===== src/rtl/fft_control_n.sv =====
// fft_control_n: radix-2 DIT FFT sequencer that drives the sample load, single-issue butterfly
// datapath and result read-out. Butterfly and twiddle addresses are decoded from registered counters.
module fft_control_n #(
  parameter int LOG2N       = 3,
  parameter int LAT         = 6,
  parameter int BITREV_LOAD = 1,
  localparam int N  = 2 ** LOG2N,
  localparam int SW = (LOG2N > 1) ? $clog2(LOG2N) : 1,
  localparam int KW = (LOG2N > 1) ? LOG2N - 1 : 1,
  localparam int LW = (LAT > 1) ? $clog2(LAT) : 1
) (
  input  logic             i_clk,
  input  logic             i_rst_n,
  input  logic             i_start,
  input  logic             i_abort,
  input  logic             i_valid_in,
  output logic             o_ready_in,
  output logic             o_load_en,
  output logic [LOG2N-1:0] o_load_addr,
  output logic             o_issue,
  output logic [SW-1:0]    o_stage_sel,
  output logic [KW-1:0]    o_k_idx,
  output logic [LOG2N-1:0] o_addr_a,
  output logic [LOG2N-1:0] o_addr_b,
  output logic [KW-1:0]    o_twiddle_addr,
  output logic             o_out_valid,
  input  logic             i_out_ready,
  output logic [LOG2N-1:0] o_out_addr,
  output logic             o_busy,
  output logic             o_done
);

  typedef enum logic [2:0] {
    IDLE,
    LOAD,
    ISSUE,
    WAIT,
    OUTPUT
  } state_t;

  state_t r_state;
  state_t w_nextState;

  logic [LOG2N-1:0] r_loadCnt;
  logic [SW-1:0]    r_stage;
  logic [KW-1:0]    r_k;
  logic [LW-1:0]    r_latCnt;
  logic [LOG2N-1:0] r_outCnt;
  logic             r_done;

  logic             w_loadLast;
  logic             w_kLast;
  logic             w_latLast;
  logic             w_stageLast;
  logic             w_outLast;
  logic [LOG2N-1:0] w_loadRev;
  logic [LOG2N-1:0] w_kExt;
  logic [LOG2N-1:0] w_span;
  logic [LOG2N-1:0] w_j;
  logic [LOG2N-1:0] w_a;
  logic [LOG2N-1:0] w_b;
  logic [SW:0]      w_stageP1;
  logic [SW:0]      w_twShift;
  logic [KW-1:0]    w_tw;

  assign w_loadLast  = (r_loadCnt == LOG2N'(N - 1));
  assign w_kLast     = (r_k == KW'(N / 2 - 1));
  assign w_latLast   = (r_latCnt == LW'(LAT - 1));
  assign w_stageLast = (r_stage == SW'(LOG2N - 1));
  assign w_outLast   = (r_outCnt == LOG2N'(N - 1));

  always_ff @(posedge i_clk or negedge i_rst_n) begin
    if (!i_rst_n) begin
      r_state <= IDLE;
    end else begin
      r_state <= w_nextState;
    end
  end

  // Abort overrides every transition; outputs depend only on registered state except o_load_en.
  always_comb begin
    w_nextState = r_state;
    o_ready_in  = 1'b0;
    o_load_en   = 1'b0;
    o_issue     = 1'b0;
    o_out_valid = 1'b0;
    o_busy      = (r_state != IDLE);
    if (i_abort) begin
      w_nextState = IDLE;
    end else begin
      case (r_state)
        IDLE:    if (i_start) w_nextState = LOAD;
        LOAD:    if (i_valid_in && w_loadLast) w_nextState = ISSUE;
        ISSUE:   if (w_kLast) w_nextState = WAIT;
        WAIT:    if (w_latLast) w_nextState = w_stageLast ? OUTPUT : ISSUE;
        OUTPUT:  if (i_out_ready && w_outLast) w_nextState = IDLE;
        default: w_nextState = IDLE;
      endcase
    end
    case (r_state)
      LOAD: begin
        o_ready_in = 1'b1;
        o_load_en  = i_valid_in;
      end
      ISSUE:   o_issue = 1'b1;
      OUTPUT:  o_out_valid = 1'b1;
      default: ;
    endcase
  end

  always_ff @(posedge i_clk or negedge i_rst_n) begin
    if (!i_rst_n) begin
      r_loadCnt <= '0;
      r_stage   <= '0;
      r_k       <= '0;
      r_latCnt  <= '0;
      r_outCnt  <= '0;
    end else if (i_abort) begin
      r_loadCnt <= '0;
      r_stage   <= '0;
      r_k       <= '0;
      r_latCnt  <= '0;
      r_outCnt  <= '0;
    end else begin
      case (r_state)
        LOAD: begin
          if (i_valid_in) r_loadCnt <= w_loadLast ? '0 : r_loadCnt + 1'b1;
        end
        ISSUE: begin
          r_k <= w_kLast ? '0 : r_k + 1'b1;
        end
        WAIT: begin
          if (w_latLast) begin
            r_latCnt <= '0;
            if (!w_stageLast) r_stage <= r_stage + 1'b1;
          end else begin
            r_latCnt <= r_latCnt + 1'b1;
          end
        end
        OUTPUT: begin
          if (i_out_ready) begin
            if (w_outLast) begin
              r_outCnt <= '0;
              r_stage  <= '0;
            end else begin
              r_outCnt <= r_outCnt + 1'b1;
            end
          end
        end
        default: ;
      endcase
    end
  end

  always_ff @(posedge i_clk or negedge i_rst_n) begin
    if (!i_rst_n) begin
      r_done <= 1'b0;
    end else begin
      r_done <= !i_abort && (r_state == OUTPUT) && i_out_ready && w_outLast;
    end
  end

  always_comb begin
    w_loadRev = '0;
    for (int i = 0; i < LOG2N; i++) begin
      w_loadRev[i] = r_loadCnt[LOG2N-1-i];
    end
  end

  // The stage+1 shift amount is one bit wider than the stage so the last stage cannot wrap.
  always_comb begin
    w_kExt    = LOG2N'(r_k);
    w_span    = LOG2N'(1) << r_stage;
    w_j       = w_kExt & (w_span - 1'b1);
    w_stageP1 = {1'b0, r_stage} + 1'b1;
    w_a       = ((w_kExt >> r_stage) << w_stageP1) | w_j;
    w_b       = w_a + w_span;
    w_twShift = (SW + 1)'(LOG2N - 1) - {1'b0, r_stage};
    w_tw      = KW'(w_j << w_twShift);
  end

  assign o_load_addr    = (BITREV_LOAD != 0) ? w_loadRev : r_loadCnt;
  assign o_stage_sel    = r_stage;
  assign o_k_idx        = r_k;
  assign o_addr_a       = o_issue ? w_a : '0;
  assign o_addr_b       = o_issue ? w_b : '0;
  assign o_twiddle_addr = o_issue ? w_tw : '0;
  assign o_out_addr     = r_outCnt;
  assign o_done         = r_done;

endmodule


===== config.mk =====
export PLATFORM = sky130hd
export DESIGN_NAME = fft_control_n
export DESIGN_NICKNAME = d
export VERILOG_FILES = /design/src/rtl/fft_control_n.sv
export SDC_FILE = /design/constraint.sdc
export NUM_CORES = 1
export LEC_CHECK = 0
export ABC_AREA = 1
export CAP_MARGIN = 40
export CORE_MARGIN = 3
export CORE_UTILIZATION = 40
export CTS_CLUSTER_SIZE = 24
export DETAILED_ROUTE_END_ITERATION = 8
export PLACE_DENSITY = 0.67
export SETUP_SLACK_MARGIN = 0.05
export SLEW_MARGIN = 15
export SYNTH_ARGS = -nofsm -noshare
export SYNTH_HDL_FRONTEND = slang
export SYNTH_SLANG_ARGS = --single-unit
export TNS_END_PERCENT = 20

===== constraint.sdc =====
create_clock -name i_clk -period 3.2 [get_ports i_clk]
set_input_delay 0.48 -clock i_clk [delete_from_list [all_inputs] [get_ports i_clk]]
set_output_delay 0.48 -clock i_clk [all_outputs]
set_load 0.02 [all_outputs]

==> impl_summary.md <==
Setup path
The worst setup path is captured at an output pin. The arrival time at the worst endpoint is 2.50 ns. Traced cell by cell, the critical path runs through buf_4 -> ha_1 -> nor3_2 -> nand3_1 -> nand2_1 -> ha_1 -> fa_1 -> inv_1 -> nor2_1 -> dlygate4sd2_1. The highest net fanout along the worst path is 8. The kind of critical path is flip-flop to output pin.

The library cell appearing most often on the critical path is sky130_fd_sc_hd__ha_1. The required time of the critical path is 2.72 ns. The kind of cell with the highest combined delay along the critical path is adder cells. The slowest stage of the critical path is the sky130_fd_sc_hd__fa_1 cell.

The peak per-stage delay on the critical path is 0.41 ns. The number of buffers and inverters on the critical path is 3. The worst setup path is launched from a flip-flop.

Power and ir drop
VDD sags by at most 0.000337 V. The power density over the cells is 631 nW/um2. The leakage power total is 0.000762 uW.

Floorplanning
The number of rows in the core area is 19. The horizontal die dimension is 61.0 um. The floorplan step defined a core boundary enclosing 2830 um2. The die footprint is 3720 um2. For this configuration, the core starts out at a cell density of 0.428.

The die is 61.0 um tall. Pin placement for this block handled 30 I/O pins.

Clock tree
Counting the buffers created by CTS gives 3. For the worst-skew pair, the clock arrives at the later sink with an insertion delay of 0.30 ns. TritonCTS built the clock tree.

The count of H-tree levels built during CTS is 1. The number of buffers between clock root and the deepest sink is 2. Post-CTS timing repair inserted 0 buffers for setup. The root buffer cell is sky130_fd_sc_hd__clkbuf_4. The clock transition time at the flip-flop clock pins of the worst setup and hold paths is 0.09 ns. The TritonCTS sink count is 17.

The post-cts repair resize count is 2. The number of hold buffers added after CTS was 0.

Final layout
In the final layout, the share of cells above drive strength 1 is 0.129. The net count of the finished layout is 212. Relative to the synthesized area, the layout overhead comes to 31.7%. The number of antenna diodes in the final layout is 0. The finished layout holds 225 standard cells, fillers aside.

The number of fillers in the final layout is 256.

Placement
The cell count after placement is 221. The worst slack after detailed placement is 0.111 ns. The HPWL reported at the end of detailed placement is 2210 um. The final weighted congestion in routability-driven placement is 0.838. The quantity of I/O buffers inserted on ports is 29.

Synthesis
The post-synthesis cell area is 1210 um2. The mux share of post-synthesis cell area is 0. After synthesis the netlist holds a flip-flop and latch count of 17.

Synthesis produced 160 cells. The area fraction in and, or, nand and nor cells after synthesis is 0.312. Yosys printed 0 warnings. Of the total synthesized cell area, the portion taken by XOR and XNOR cells is 0.00723. The synthesized net count is 177. Synthesis instantiated 25 different standard cells from the library. Of the synthesized area, sequential elements account for 0.351.

The fraction of the mapped netlist area in adder cells is 0.120. The fraction of the mapped netlist area in compound gates is 0.106. The dominant combinational cell family by area after synthesis is simple AND/OR/NAND/NOR gates. The post-synthesis average cell area is 7.57 um2.

Detailed routing
The first-pass iteration count of the detailed router is 4. The post-detailed-route count of antenna-violating nets is 0. The final route contains 1,151 vias.

The number of DRC violations after detailed routing is 0. The average wire per standard cell is 12.6 um. Wires add up to 2830 um. The post-detailed-route via-to-cell ratio is 5.12. The detailed router's first-iteration violation count is 67.

Run
The count of maximum capacitance violations is 0.

Global routing
Across every metal layer, demand over resource in global routing totals 0.174. The total overflow left after global routing is 0. The number of antenna violations at the first check in global routing is 0. Entering global routing, the biggest net connects 18 pins. The via count of the first global-routing pass is 1,078.

The wire length of the first global-routing pass is 4870 um.

Timing
The final hold violation count is 0. The worst slew margin relative to its limit is 0.475. The slew of the pin with the lowest slew margin is 0.785 ns.

The final number of setup-violating endpoints is 0. Setup total negative slack on the finished layout was measured at 0 ns. Setup repair after global routing could not meet its margin everywhere.

Final hold analysis gives a worst-case slack of 0.558 ns. The largest clock skew in the final design is 0.00513 ns. The period utilization is 0.930. The fmax is 336 MHz. The final number of max-transition violations came to 0. The smallest setup slack after layout is 0.223 ns.

The final critical-path required period is 2.98 ns.

Outcome
The run finished with clean final reports.

Worst hold path
The path class of the tightest hold or removal check is flip-flop to flip-flop.
-- worst reg2reg max path: cells and delay by family, from the launching register on --
kind	cells	cell delay, ns
adders and majority gates	2	0.43
DFF	1	0.42
and+or+nand+nor	4	0.41
AOI/OAI and AO/OA	1	0.18
-- area by class of cell --
cell class                 count  area (um2)  area share
inverter                      28         105      0.0659
tap                           31        38.8      0.0243
multi-input combinational    112         686       0.430
timing repair buffer          33         314       0.197
sequential                    17         425       0.267
clock buffer                   4        26.3      0.0165
-- worst paths after layout --
check	slack (ns)	endpoint	start	depth (start not counted)
max reg2reg	1.68	o_stage_sel[1]	o_out_addr[0]	7
min	0.56	o_out_addr[1]	o_out_addr[1]	2
min in group asynchronous	0.63	r_loadCnt[1]	i_rst_n	1
max	0.22	o_addr_b[1]	o_stage_sel[0]	10
max in group asynchronous	2.08	o_done	i_rst_n	1
min reg2reg	0.56	o_out_addr[1]	o_out_addr[1]	2
-- logic make-up after synthesis --
logic type / after synthesis
xor+xnor: 1
flops: 17
compound gates: 25
fa+ha+maj: 11
simple gates: 75
buf+inv: 31
-- synthesized netlist by cell type --
library cell | number | share of area
sky130_fd_sc_hd__a21oi_1 | 9 | 0.037
sky130_fd_sc_hd__buf_2 | 1 | 0.0041
sky130_fd_sc_hd__buf_4 | 2 | 0.012
sky130_fd_sc_hd__dfrtp_1 | 17 | 0.35
sky130_fd_sc_hd__fa_1 | 1 | 0.017
sky130_fd_sc_hd__ha_1 | 10 | 0.10
sky130_fd_sc_hd__inv_1 | 24 | 0.074
sky130_fd_sc_hd__inv_2 | 4 | 0.012
sky130_fd_sc_hd__nand2_1 | 28 | 0.087
sky130_fd_sc_hd__nand2_2 | 3 | 0.015
sky130_fd_sc_hd__nand3_1 | 14 | 0.058
sky130_fd_sc_hd__nand3_2 | 1 | 0.0083
sky130_fd_sc_hd__nand3b_1 | 1 | 0.0062
sky130_fd_sc_hd__nand4_1 | 6 | 0.031
sky130_fd_sc_hd__nor2_1 | 12 | 0.037
sky130_fd_sc_hd__nor2_2 | 2 | 0.010
sky130_fd_sc_hd__nor2_4 | 2 | 0.019
sky130_fd_sc_hd__nor3_1 | 4 | 0.017
sky130_fd_sc_hd__nor3_4 | 1 | 0.013
sky130_fd_sc_hd__nor4_2 | 1 | 0.010
sky130_fd_sc_hd__o21ai_0 | 12 | 0.050
sky130_fd_sc_hd__o21ai_1 | 2 | 0.0083
sky130_fd_sc_hd__o22ai_1 | 1 | 0.0052
sky130_fd_sc_hd__o31ai_1 | 1 | 0.0062
sky130_fd_sc_hd__xnor2_1 | 1 | 0.0072
-- where the power goes --
part           total (uW)  switching, uW  internal (uW)
registers             296           47.8            248
clock network         118           69.4           48.6
logic                 593            348            245
total                1010            465            541
-- per-stage QoR --
| step | utilization | instance area, um2 | total power [uW] |
|---|---|---|---|
| 2_1_floorplan | - | 1210 | 654 |
| 3_5_place_dp | 0.548 | 1550 | 869 |
| 4_1_cts | 0.556 | 1570 | 987 |
| 6_report | 0.564 | 1600 | 1010 |
| 3_3_place_gp | 0.548 | 1550 | 855 |
| 5_1_grt | 0.564 | 1600 | 1100 |
-- flip-flops by register name, indices dropped and copies added, names as in the netlist --
register and cells:
r_loadCnt 3, r_state 3, o_stage_sel 2, o_out_addr 3
r_latCnt 3, o_k_idx 2, o_done 1
-- cells in the final DEF, fill, tap and decap left out, drive strengths merged --
cell type	instances
fa	1
nor3	5
clkdlybuf4s50	27
inv	28
o31ai	1
xnor2	1
nand4	6
o22ai	1
a21oi	9
clkbuf	5
nand2	31
o21ai	14
ha	10
nand3	15
nor4	1
buf	4
nand3b	1
dlygate4sd2	1
nor2	16
dfrtp	17
-- layer usage --
metal,vias to the layer above,track usage,share of wire
li1,594,-,-
met1,536,0.241,0.46
met2,19,0.276,0.50
met3,2,0.0440,0.042
met4,0,0.0372,0.0060
met5,-,0,0
Power figures use the tool's default switching activity.
